## src/rtl/serial_pad_poller.sv

```systemverilog
// rtl/serial_pad_poller.sv - NES/SNES serial pad poller with frame-debounced button vectors
module serial_pad_poller #(
    parameter int NUM_PADS    = 2,
    parameter int NUM_BITS    = 8,
    parameter int HALF_PERIOD = 6,
    parameter int POLL_GAP    = 100,
    parameter bit ACTIVE_LOW  = 1'b1
) (
    input  logic                         clock,
    input  logic                         reset_n,
    input  logic                         enable,
    input  logic [NUM_PADS-1:0]          data_in,
    output logic                         latch_out,
    output logic                         clk_out,
    output logic [NUM_PADS*NUM_BITS-1:0] buttons,
    output logic [NUM_PADS*NUM_BITS-1:0] pressed,
    output logic [NUM_PADS*NUM_BITS-1:0] released,
    output logic                         frame_valid,
    output logic                         busy
);

    localparam int W     = NUM_PADS * NUM_BITS;
    localparam int CNT_W = $clog2(2 * HALF_PERIOD);
    localparam int GAP_W = (POLL_GAP > 1) ? $clog2(POLL_GAP) : 1;
    localparam int IDX_W = (NUM_BITS > 1) ? $clog2(NUM_BITS) : 1;

    localparam logic [CNT_W-1:0]    LATCH_LAST = CNT_W'(2 * HALF_PERIOD - 1);
    localparam logic [CNT_W-1:0]    HALF_LAST  = CNT_W'(HALF_PERIOD - 1);
    localparam logic [GAP_W-1:0]    GAP_LAST   = GAP_W'(POLL_GAP - 1);
    localparam logic [IDX_W-1:0]    IDX_LAST   = IDX_W'(NUM_BITS - 1);
    localparam logic [NUM_PADS-1:0] POLARITY   = {NUM_PADS{ACTIVE_LOW}};

    typedef enum logic [2:0] {
        S_IDLE,
        S_LATCH,
        S_LOW,
        S_HIGH,
        S_DONE
    } state_t;

    state_t             state;
    logic [CNT_W-1:0]   cnt;
    logic [GAP_W-1:0]   gap;
    logic [IDX_W-1:0]   idx;
    logic [W-1:0]       frame_word;
    logic [NUM_PADS-1:0] sample;
    logic               sample_now;

    // Stored polarity is always 1 = pressed, whatever the pad wiring.
    assign sample     = data_in ^ POLARITY;
    assign sample_now = (state == S_LOW) && (cnt == HALF_LAST);

    for (genvar p = 0; p < NUM_PADS; p++) begin : g_pad
        logic [NUM_BITS-1:0] shift_reg;

        always_ff @(posedge clock or negedge reset_n) begin
            if (!reset_n) begin
                shift_reg <= '0;
            end else if (sample_now) begin
                shift_reg[idx] <= sample[p];
            end
        end

        assign frame_word[p*NUM_BITS +: NUM_BITS] = shift_reg;
    end

    always_ff @(posedge clock or negedge reset_n) begin
        if (!reset_n) begin
            state       <= S_IDLE;
            cnt         <= '0;
            gap         <= '0;
            idx         <= '0;
            latch_out   <= 1'b0;
            clk_out     <= 1'b0;
            busy        <= 1'b0;
            buttons     <= '0;
            pressed     <= '0;
            released    <= '0;
            frame_valid <= 1'b0;
        end else begin
            frame_valid <= 1'b0;
            pressed     <= '0;
            released    <= '0;
            case (state)
                S_IDLE: begin
                    if (gap == GAP_LAST) begin
                        if (enable) begin
                            state     <= S_LATCH;
                            cnt       <= '0;
                            latch_out <= 1'b1;
                            busy      <= 1'b1;
                        end
                    end else begin
                        gap <= gap + GAP_W'(1);
                    end
                end
                S_LATCH: begin
                    if (cnt == LATCH_LAST) begin
                        state     <= S_LOW;
                        cnt       <= '0;
                        idx       <= '0;
                        latch_out <= 1'b0;
                    end else begin
                        cnt <= cnt + CNT_W'(1);
                    end
                end
                S_LOW: begin
                    if (cnt == HALF_LAST) begin
                        cnt <= '0;
                        if (idx == IDX_LAST) begin
                            state <= S_DONE;
                        end else begin
                            state   <= S_HIGH;
                            clk_out <= 1'b1;
                        end
                    end else begin
                        cnt <= cnt + CNT_W'(1);
                    end
                end
                S_HIGH: begin
                    if (cnt == HALF_LAST) begin
                        state   <= S_LOW;
                        cnt     <= '0;
                        idx     <= idx + IDX_W'(1);
                        clk_out <= 1'b0;
                    end else begin
                        cnt <= cnt + CNT_W'(1);
                    end
                end
                S_DONE: begin
                    // Publish the whole frame at once so consumers never see a partial read.
                    buttons     <= frame_word;
                    pressed     <= frame_word & ~buttons;
                    released    <= ~frame_word & buttons;
                    frame_valid <= 1'b1;
                    busy        <= 1'b0;
                    gap         <= '0;
                    state       <= S_IDLE;
                end
                default: begin
                    state <= S_IDLE;
                end
            endcase
        end
    end

endmodule

```

## config.mk

```make
export PLATFORM = sky130hd
export DESIGN_NAME = serial_pad_poller
export DESIGN_NICKNAME = d
export VERILOG_FILES = /design/src/rtl/serial_pad_poller.sv
export SDC_FILE = /design/constraint.sdc
export NUM_CORES = 1
export LEC_CHECK = 0
export BUFFER_PORTS_ARGS = -buffer_cell sky130_fd_sc_hd__buf_2
export CAP_MARGIN = 30
export CORE_ASPECT_RATIO = 1.75
export CORE_MARGIN = 2
export CORE_UTILIZATION = 55
export DETAILED_ROUTE_END_ITERATION = 8
export PLACE_DENSITY = 0.82
export SYNTH_ARGS = -nofsm -noshare
export SYNTH_HDL_FRONTEND = slang
export SYNTH_SLANG_ARGS = --single-unit
```

## constraint.sdc

```tcl
create_clock -name clock -period 2.5 [get_ports clock]
set_clock_uncertainty 0.2 [all_clocks]
set_input_delay 0.25 -clock clock [delete_from_list [all_inputs] [get_ports clock]]
set_output_delay 0.25 -clock clock [all_outputs]
set_load 0.05 [all_outputs]
```

==> impl_summary.log, run 1 <==
INFO  metric critical_path_required = 2.57 ns
INFO  metric post_synth_xor_area_fraction = 0.765%
INFO  metric post_route_cells_drive_above_1_share = 22.1%
INFO  metric synth_compound_area_share = about 8%
INFO  metric post_synth_most_frequent_cells = 85 x sky130_fd_sc_hd__dfrtp_1, 32 x sky130_fd_sc_hd__nand2_1, 26 x sky130_fd_sc_hd__o21ai_0, 24 x sky130_fd_sc_hd__inv_1, 20 x sky130_fd_sc_hd__nor3_1
INFO  metric worstSetupEndpointType = flop
INFO  metric core_area = 0.00613 mm²
INFO  metric worstReg2RegStart = cnt[1]$_DFFE_PN0P_
INFO  metric power.switching_fraction = around a fifth
INFO  metric synth_adder_area_share = 2.19%
INFO  metric synth.avg_cell_area = 11.2 µm²
INFO  metric grt_antenna_before_repair = 0
INFO  metric ctsRootBufferMaster = sky130_fd_sc_hd__clkbuf_8
INFO  metric layout_setup_ws = a little over 0.3 ns
INFO  metric maxSlewViolCount = 0
INFO  metric post-place-cells = between 400 and 500
INFO  metric max-slew-margin-rel = about three fifths
INFO  metric via_per_inst = between 5 and 6
INFO  metric post_synth_main_area_contributors = sky130_fd_sc_hd__dfrtp_1 62%, sky130_fd_sc_hd__mux2i_1 5.0%, sky130_fd_sc_hd__o21ai_0 3.8%
INFO  metric remaining_drc_errors = 0
INFO  metric synth.ff_latch_count = 85
INFO  metric power.density = 572 mW/mm²
INFO  metric synthCells = 306
INFO  metric diodes_inserted = 0
INFO  metric globalRouteTotalUtil = approximately a fifth
INFO  metric synth-edff-count = 0
INFO  metric num_vias = roughly 2,300
INFO  metric syn-cell-area = approximately 0.0034 mm²
INFO  metric async_s_r_ff_share_synth = between 90% and 100%
INFO  metric power_report.internal_total = between 1.5 and 2 mW
INFO  metric timing_worst_setup_path_type = reg2reg
INFO  metric hold_path_startpoint = data_in[0]
INFO  metric finalHoldViolCount = 0
INFO  metric synthesis.yosys.warnings = 0
INFO  metric finish.cell_count_without_fillers = about 450
INFO  metric worstPathMaxFanout = 9
INFO  metric yosys.area.top_type_share = around three fifths
INFO  metric dr.first_iter.drc_count = roughly 170
INFO  metric outcome = complete, no violations
INFO  metric grt_start_max_net_pins = 51
INFO  metric wl_per_cell = between 10 and 15 µm
INFO  metric clk_path_buf_depth = 2
INFO  metric grt_overflow = 0
INFO  metric tritoncts.num_buffers = 9
INFO  metric max_cap_violations = 0
INFO  metric place_congestion = about 0.8
INFO  metric drt-pass1-iter-count = 6
INFO  metric comb_power_share = under 10%
INFO  metric power.switching = 477 µW
INFO  metric dp_hpwl = approximately 4300 µm
INFO  metric ant_nets = 0
INFO  metric worst_ep_arrival_time = around 2.3 ns
INFO  metric synthesis.nets = ~320
INFO  metric ys_types = 43
INFO  metric synth_simple_gate_area_share = 17.6%
INFO  metric layout_min_cycle_time = between 2 and 2.5 ns
INFO  metric power.ir.vdd_worst = 0.000435 V
INFO  metric share_clk_of_total_power = between 30% and 40%
INFO  metric most_frequent_cell_after_synthesis = sky130_fd_sc_hd__dfrtp_1
INFO  metric initial_utilization = approximately 56%
INFO  metric io-pin-count = 57
INFO  metric crit_start = cnt[1]$_DFFE_PN0P_
INFO  metric setup_repair_after_global_routing_missed_its_margin = false
INFO  metric place.port_buffers = 56
INFO  metric seq_power_share = about three fifths
INFO  metric post_synth_mux_area_share = 4.96%
INFO  metric utilization = between 60% and 70%
INFO  metric maximum_level_of_the_cts_h_tree = 3
INFO  metric clock_sinks = between 80 and 90
INFO  metric core.rowCount = 38
INFO  metric syn2layout_area_growth = 15.9%
INFO  metric synth_top_cell_by_area = sky130_fd_sc_hd__dfrtp_1
INFO  metric cts.clk_slew.worst_paths = around 0.070 ns
INFO  metric finalCritPeriodShare = 87.9%
INFO  metric holdCritPathClass = in2reg
INFO  metric clock_insertion_delay_worst_skew = about 0.35 ns
INFO  metric routed_wl = 6050 µm
INFO  metric synth_ff_type = sky130_fd_sc_hd__dfrtp_1
INFO  metric tns = 0 ns
INFO  metric pre_cts_ws = just under 0.3 ns
INFO  metric combinational_family_with_the_most_area_after_synthesis = simple AND/OR/NAND/NOR gates
INFO  metric design.die.area = 0.00692 mm²
INFO  metric floorplan.die.width = between 60 and 70 µm
INFO  metric grt_pass1_wl = between 10,000 and 15,000 µm
INFO  metric tightest_slew = 0.577 ns
INFO  metric cts_setup_buffers = 0
INFO  metric maxClockFrequency = 455 MHz
INFO  metric fp.dieH = ~110 µm
INFO  metric number_of_global_route_vias_before_repair = 2,288
INFO  metric report.power.total = 2.28 mW
INFO  metric p_leak = 2.23 nW
INFO  metric share_of_the_yosys_chip_area_belonging_to_registers = 62.0%
INFO  metric setup-violations-final = 0
INFO  metric critical_path_launch_point_type = flop
INFO  metric num-nets-final = 374
INFO  metric tritoncts = built
[cells in the final DEF (no fill, tap or decap), drive strengths merged, types with 2 or more instances in the layout]
cell type,n
dfrtp,85
buf,60
nand2,32
o21ai,26
inv,24
nor3,21
mux2i,17
and3,16
clkbuf,12
nor2,11
nand3,7
a21oi,6
ha,6
nor4,4
nand3b,3
nand2b,2
nor3b,2
and3b,2
nor2b,2
a31oi,2
a21o,2
o2bb2ai,2
xnor2,2
clkinv,2
dlygate4sd3,2
[cells by family (layout without fill, tap and decap cells)]
family | Yosys count | count (layout)
AND/OR/NAND/NOR | 109 | 109
XOR/XNOR | 3 | 3
flip-flops | 85 | 85
multiplexers | 17 | 17
buffers and inverters | 40 | 100
AO/OA/AOI/OAI | 46 | 46
adder cells (fa/ha/maj) | 6 | 6
[path summary, 6_finish.rpt]
check / endpoint / slack [ns] / cells after the start
setup / recovery: g_pad[0].shift_reg[2]$_DFFE_PN0P_ / 0.30 / 6
hold / removal: g_pad[0].shift_reg[0]$_DFFE_PN0P_ / 0.009 / 2
setup reg to reg: g_pad[0].shift_reg[2]$_DFFE_PN0P_ / 0.30 / 6
hold reg to reg: pressed[5]$_DFF_PN0_ / 0.27 / 1
max in group asynchronous: released[10]$_DFF_PN0_ / 1.29 / 3
min in group asynchronous: frame_valid$_DFF_PN0_ / 0.20 / 2
[area by class of cell]
type | instances | area [µm²]
Sequential cell | 85 | 2130
Clock inverter | 2 | 10.0
Timing Repair Buffer | 62 | 345
Multi-Input combinational cell | 181 | 1150
Clock buffer | 12 | 155
Inverter | 24 | 90.1
Fill cell | 478 | 2150
Tap cell | 80 | 100
[power groups by stage]
stage	clock, mW	sequential [mW]	combinational (mW)
final	0.833	1.39	0.0563
after global routing	0.927	1.39	0.0663
after CTS	0.855	1.39	0.0590
after detailed placement	0	1.41	0.0567
after global placement	0	1.41	0.0548
after floorplan	0	1.41	0.0165
[metal layers]
metal / part of all wire [%] / vias to the layer above / GRT usage, %
li1: - / 1147 / -
met1: 39 / 1132 / 22.0
met2: 55 / 56 / 34.9
met3: 3.8 / 8 / 5.31
met4: 1.8 / 0 / 9.78
met5: 0 / - / 0
[critical path: stages, from the launching register on]
cell and delay (ns):
sky130_fd_sc_hd__dfrtp_1 0.43, sky130_fd_sc_hd__inv_1 0.08, sky130_fd_sc_hd__ha_1 0.22, sky130_fd_sc_hd__nand3b_4 0.14, sky130_fd_sc_hd__or4_4 0.57, sky130_fd_sc_hd__nor3b_4 0.26
sky130_fd_sc_hd__mux2i_1 0.23
[through the flow]
step	hold WS (ns)	instance area, µm²
finish	0.00868	3980
global placement	0.0330	3790
detailed placement	0.0409	3790
floorplan	-0.246	3430
CTS	0.00397	3980
global route	0.00785	3980
[repair_timing]
| item | CTS | global route |
|---|---|---|
| hold buffers | 2 | 0 |
| resized for setup | 0 | 0 |
| endpoints found under the hold margin | 37 | 0 |
No activity file was read; power rests on OpenSTA's default activity.
==> run 2: changes to the inputs <==
--- a/config.mk
+++ b/config.mk
@@ -7,11 +7,14 @@
 export LEC_CHECK = 0
 export BUFFER_PORTS_ARGS = -buffer_cell sky130_fd_sc_hd__buf_2
 export CAP_MARGIN = 30
+export CELL_PAD_IN_SITES_DETAIL_PLACEMENT = 0
+export CELL_PAD_IN_SITES_GLOBAL_PLACEMENT = 1
 export CORE_ASPECT_RATIO = 1.75
 export CORE_MARGIN = 2
-export CORE_UTILIZATION = 55
+export CORE_UTILIZATION = 44
 export DETAILED_ROUTE_END_ITERATION = 8
-export PLACE_DENSITY = 0.82
+export PLACE_DENSITY = 0.83
+export SLEW_MARGIN = 10
 export SYNTH_ARGS = -nofsm -noshare
 export SYNTH_HDL_FRONTEND = slang
 export SYNTH_SLANG_ARGS = --single-unit
==> run 2 against run 1 <==
Worst hold slack improved by 0.023 ns; utilization fell by 10 points; sequential power barely moved; final cell count rose by 2.2%; non-clock buffer count did not move; register-to-register slack barely moved; die area rose by 24%; sequential share of layout area fell by 2.2 points; setup slack improved by 0.0088 ns; clock power rose by 72%; critical path type unchanged.
==> impl_summary.log, run 2 (synthesis gave the netlist of run 1 again) <==
INFO  metric grt_start_max_net_pins = 49 (was 51)
INFO  metric final_cell_area = 0.00415 mm² (was 0.00398 mm²)
INFO  metric max-slew-margin-rel = 54.2% (was 61.5%)
INFO  metric power.density = 692 mW/mm² (was 572 mW/mm²)
INFO  metric place_congestion = 0.788 (was 0.782)
INFO  metric remaining_drc_errors = 0 (unchanged)
INFO  metric post_route_cells_drive_above_1_share = 22.3% (was 22.1%)
INFO  metric tritoncts.num_buffers = 9 (unchanged)
INFO  metric power.switching = 543 µW (was 477 µW)
INFO  metric maximum_level_of_the_cts_h_tree = 3 (unchanged)
INFO  metric io-pin-count = 57 (unchanged)
INFO  metric power.switching_fraction = 18.9% (was 21.0%)
INFO  metric diodes_inserted = 0 (unchanged)
INFO  metric share_clk_of_total_power = 49.7% (was 36.6%)
INFO  metric library_cell_contributing_the_largest_single_delay_on_the_critical_path = sky130_fd_sc_hd__or4_4 (unchanged)
INFO  metric worst_ep_arrival_time = 2.24 ns (was 2.27 ns)
INFO  metric cts.clk_slew.worst_paths = 0.06 ns (was 0.07 ns)
INFO  metric core.rowCount = 42 (was 38)
INFO  metric clock_sinks = 85 (unchanged)
INFO  metric timing.critical_path.slowest_cell_delay = 0.57 ns (about the same)
INFO  metric dr.first_iter.drc_count = 174 (was 172)
INFO  metric outcome = complete, no violations (unchanged)
INFO  metric wl_per_cell = 14.1 µm (was 13.6 µm)
INFO  metric p_leak = 2.30 nW (was 2.23 nW)
INFO  metric maxSlewViolCount = 0 (unchanged)
INFO  metric syn2layout_area_growth = 20.9% (was 15.9%)
INFO  metric finalCritPeriodShare = 87.5% (was 87.9%)
INFO  metric placedInstanceArea = 0.00380 mm² (was 0.00379 mm²)
INFO  metric core_area = 0.00757 mm² (was 0.00613 mm²)
INFO  metric power_report.internal_total = 2.33 mW (was 1.80 mW)
INFO  metric final-seq-area = 0.00213 mm² (unchanged)
INFO  metric grt_antenna_before_repair = 0 (unchanged)
INFO  metric grt_pass1_wl = 10,800 µm (was 10,400 µm)
INFO  metric via_per_inst = 5.07 (was 5.25)
INFO  metric critical_path_launch_point_type = flop (unchanged)
INFO  metric place.port_buffers = 56 (unchanged)
INFO  metric comb_power_share = 2.0% (was 2.5%)
INFO  metric worstPathMaxFanout = 9 (unchanged)
INFO  metric maxClockFrequency = 457 MHz (was 455 MHz)
INFO  metric num_vias = 2,314 (was 2,343)
INFO  metric worstSetupEndpointType = flop (unchanged)
INFO  metric layout.filler_cells = 671 (was 478)
INFO  metric ant_nets = 0 (unchanged)
INFO  metric seq_power_share = 48.3% (was 60.9%)
INFO  metric fp.dieH = 121 µm (was 109 µm)
INFO  metric globalRouteTotalUtil = 16.3% (was 19.9%)
INFO  metric final_cell_mix = 85 x sky130_fd_sc_hd__dfrtp_1, 55 x sky130_fd_sc_hd__buf_2, 32 x sky130_fd_sc_hd__nand2_1 (unchanged)
INFO  metric clk_path_buf_depth = 2 (unchanged)
INFO  metric layout_min_cycle_time = 2.19 ns (was 2.20 ns)
INFO  metric dp_hpwl = 4520 µm (was 4340 µm)
INFO  metric num-nets-final = 374 (unchanged)
INFO  metric initial_utilization = 45.4% (was 56.0%)
INFO  metric critical_path_required = 2.55 ns (was 2.57 ns)
INFO  metric drt-pass1-iter-count = 4 (was 6)
INFO  metric most_frequent_standard_cell_in_the_layout_excluding_fill_and_tap_cells = sky130_fd_sc_hd__dfrtp_1 (unchanged)
INFO  metric cts_resized = 0 (unchanged)
INFO  metric number_of_global_route_vias_before_repair = 2,283 (was 2,288)
INFO  metric floorplan.die.width = 70.8 µm (was 63.7 µm)
INFO  metric design.die.area = 0.00855 mm² (was 0.00692 mm²)
INFO  metric tns = 0 ns (unchanged)
INFO  metric ctsRootBufferMaster = sky130_fd_sc_hd__clkbuf_16 (was sky130_fd_sc_hd__clkbuf_8)
INFO  metric holdCritPathClass = in2reg (unchanged)
INFO  metric setup-violations-final = 0 (unchanged)
INFO  metric path_cells = inv_1 -> ha_1 -> nand3b_4 -> or4_4 -> nor3b_4 -> mux2i_1 (unchanged)
INFO  metric finalHoldViolCount = 0 (unchanged)
INFO  metric power.ir.vdd_worst = 0.000324 V (was 0.000435 V)
INFO  metric grt_overflow = 0 (unchanged)
INFO  metric report.power.total = 2.87 mW (was 2.28 mW)
INFO  metric clock_insertion_delay_worst_skew = 0.33 ns (was 0.35 ns)
INFO  metric tritoncts = built (unchanged)
INFO  metric timing_worst_setup_path_type = reg2reg (unchanged)
INFO  metric tightest_slew = 0.681 ns (was 0.577 ns)
INFO  metric cts_setup_buffers = 0 (unchanged)
INFO  metric setup_repair_after_global_routing_missed_its_margin = false (unchanged)
INFO  metric routed_wl = 6410 µm (was 6050 µm)
INFO  metric area_of_the_multi_input_gates = 0.00115 mm² (unchanged)
INFO  metric max_cap_violations = 0 (unchanged)
==> run 2: cell count changes in the layout (fill, tap and decap cells not counted), sizes merged <==
cell / previous run / this run
bufinv: 0 / 2
clkbuf: 12 / 13
clkinv: 2 / 0
clkinvlp: 0 / 1
==> run 2: layout make-up <==
| type | count | area share (%) |
|---|---|---|
| Clock buffer | 13 | 6.27 |
| Clock inverter | 3 | 1.63 |
| Inverter | 24 | 2.17 |
| Multi-Input combinational cell | 181 | 27.7 |
| Sequential cell | 85 | 51.2 |
| Tap cell | 88 | 2.65 |
| Timing Repair Buffer | 62 | 8.32 |
==> run 2: layer usage <==
layer | part of all wire, % | global-route usage, % | routed length, µm
met5 | 0 | 0 | 0
met4 | 1.3 | 6.96 | 82
met1 | 40 | 17.5 | 2560
met2 | 55 | 29.1 | 3510
met3 | 4.1 | 4.82 | 263
==> run 2: timing repair <==
item                                    CTS  global route
endpoints found under the hold margin    43             0
hold buffers                              2             0
endpoints found under the setup margin    0             0
==> run 2: power by group through the flow <==
stage / Combinational [mW] / Sequential [mW] / Clock (mW)
5_1_grt: 0.0666 / 1.39 / 1.53
4_1_cts: 0.0604 / 1.39 / 1.46
3_5_place_dp: 0.0579 / 1.41 / 0
3_3_place_gp: 0.0559 / 1.41 / 0
2_1_floorplan: 0.0165 / 1.41 / 0
6_report: 0.0569 / 1.39 / 1.43
==> run 2: final timing paths <==
path	endpoint	start	slack, ns	cells past startpoint
max	g_pad[1].shift_reg[2]$_DFFE_PN0P_	cnt[1]$_DFFE_PN0P_	0.31	6
min	g_pad[0].shift_reg[1]$_DFFE_PN0P_	data_in[0]	0.03	2
max reg2reg	g_pad[1].shift_reg[2]$_DFFE_PN0P_	cnt[1]$_DFFE_PN0P_	0.31	6
min reg2reg	pressed[6]$_DFF_PN0_	buttons[6]$_DFFE_PN0P_	0.27	1
max in group asynchronous	released[14]$_DFF_PN0_	reset_n	1.22	3
min in group asynchronous	pressed[4]$_DFF_PN0_	reset_n	0.26	2
==> run 2: critical path: cells and delay by family (launching register included) <==
| family | cells | cell delay, ns |
|---|---|---|
| buf+inv | 1 | 0.08 |
| simple gates | 3 | 0.97 |
| fa+ha+maj | 1 | 0.23 |
| mux | 1 | 0.22 |
| flops | 1 | 0.42 |
==> run 2: per-stage QoR <==
stage / std cells / hold slack (ns) / util [%] / worst slack, ns
after floorplan: 306 / -0.246 / - / 0.466
after global placement: 438 / 0.0781 / 50.3 / 0.411
after detailed placement: 438 / 0.0867 / 50.3 / 0.312
after CTS: 456 / 0.0248 / 54.9 / 0.307
after global routing: 456 / 0.0412 / 54.9 / 0.155
final: 456 / 0.0318 / 54.9 / 0.312
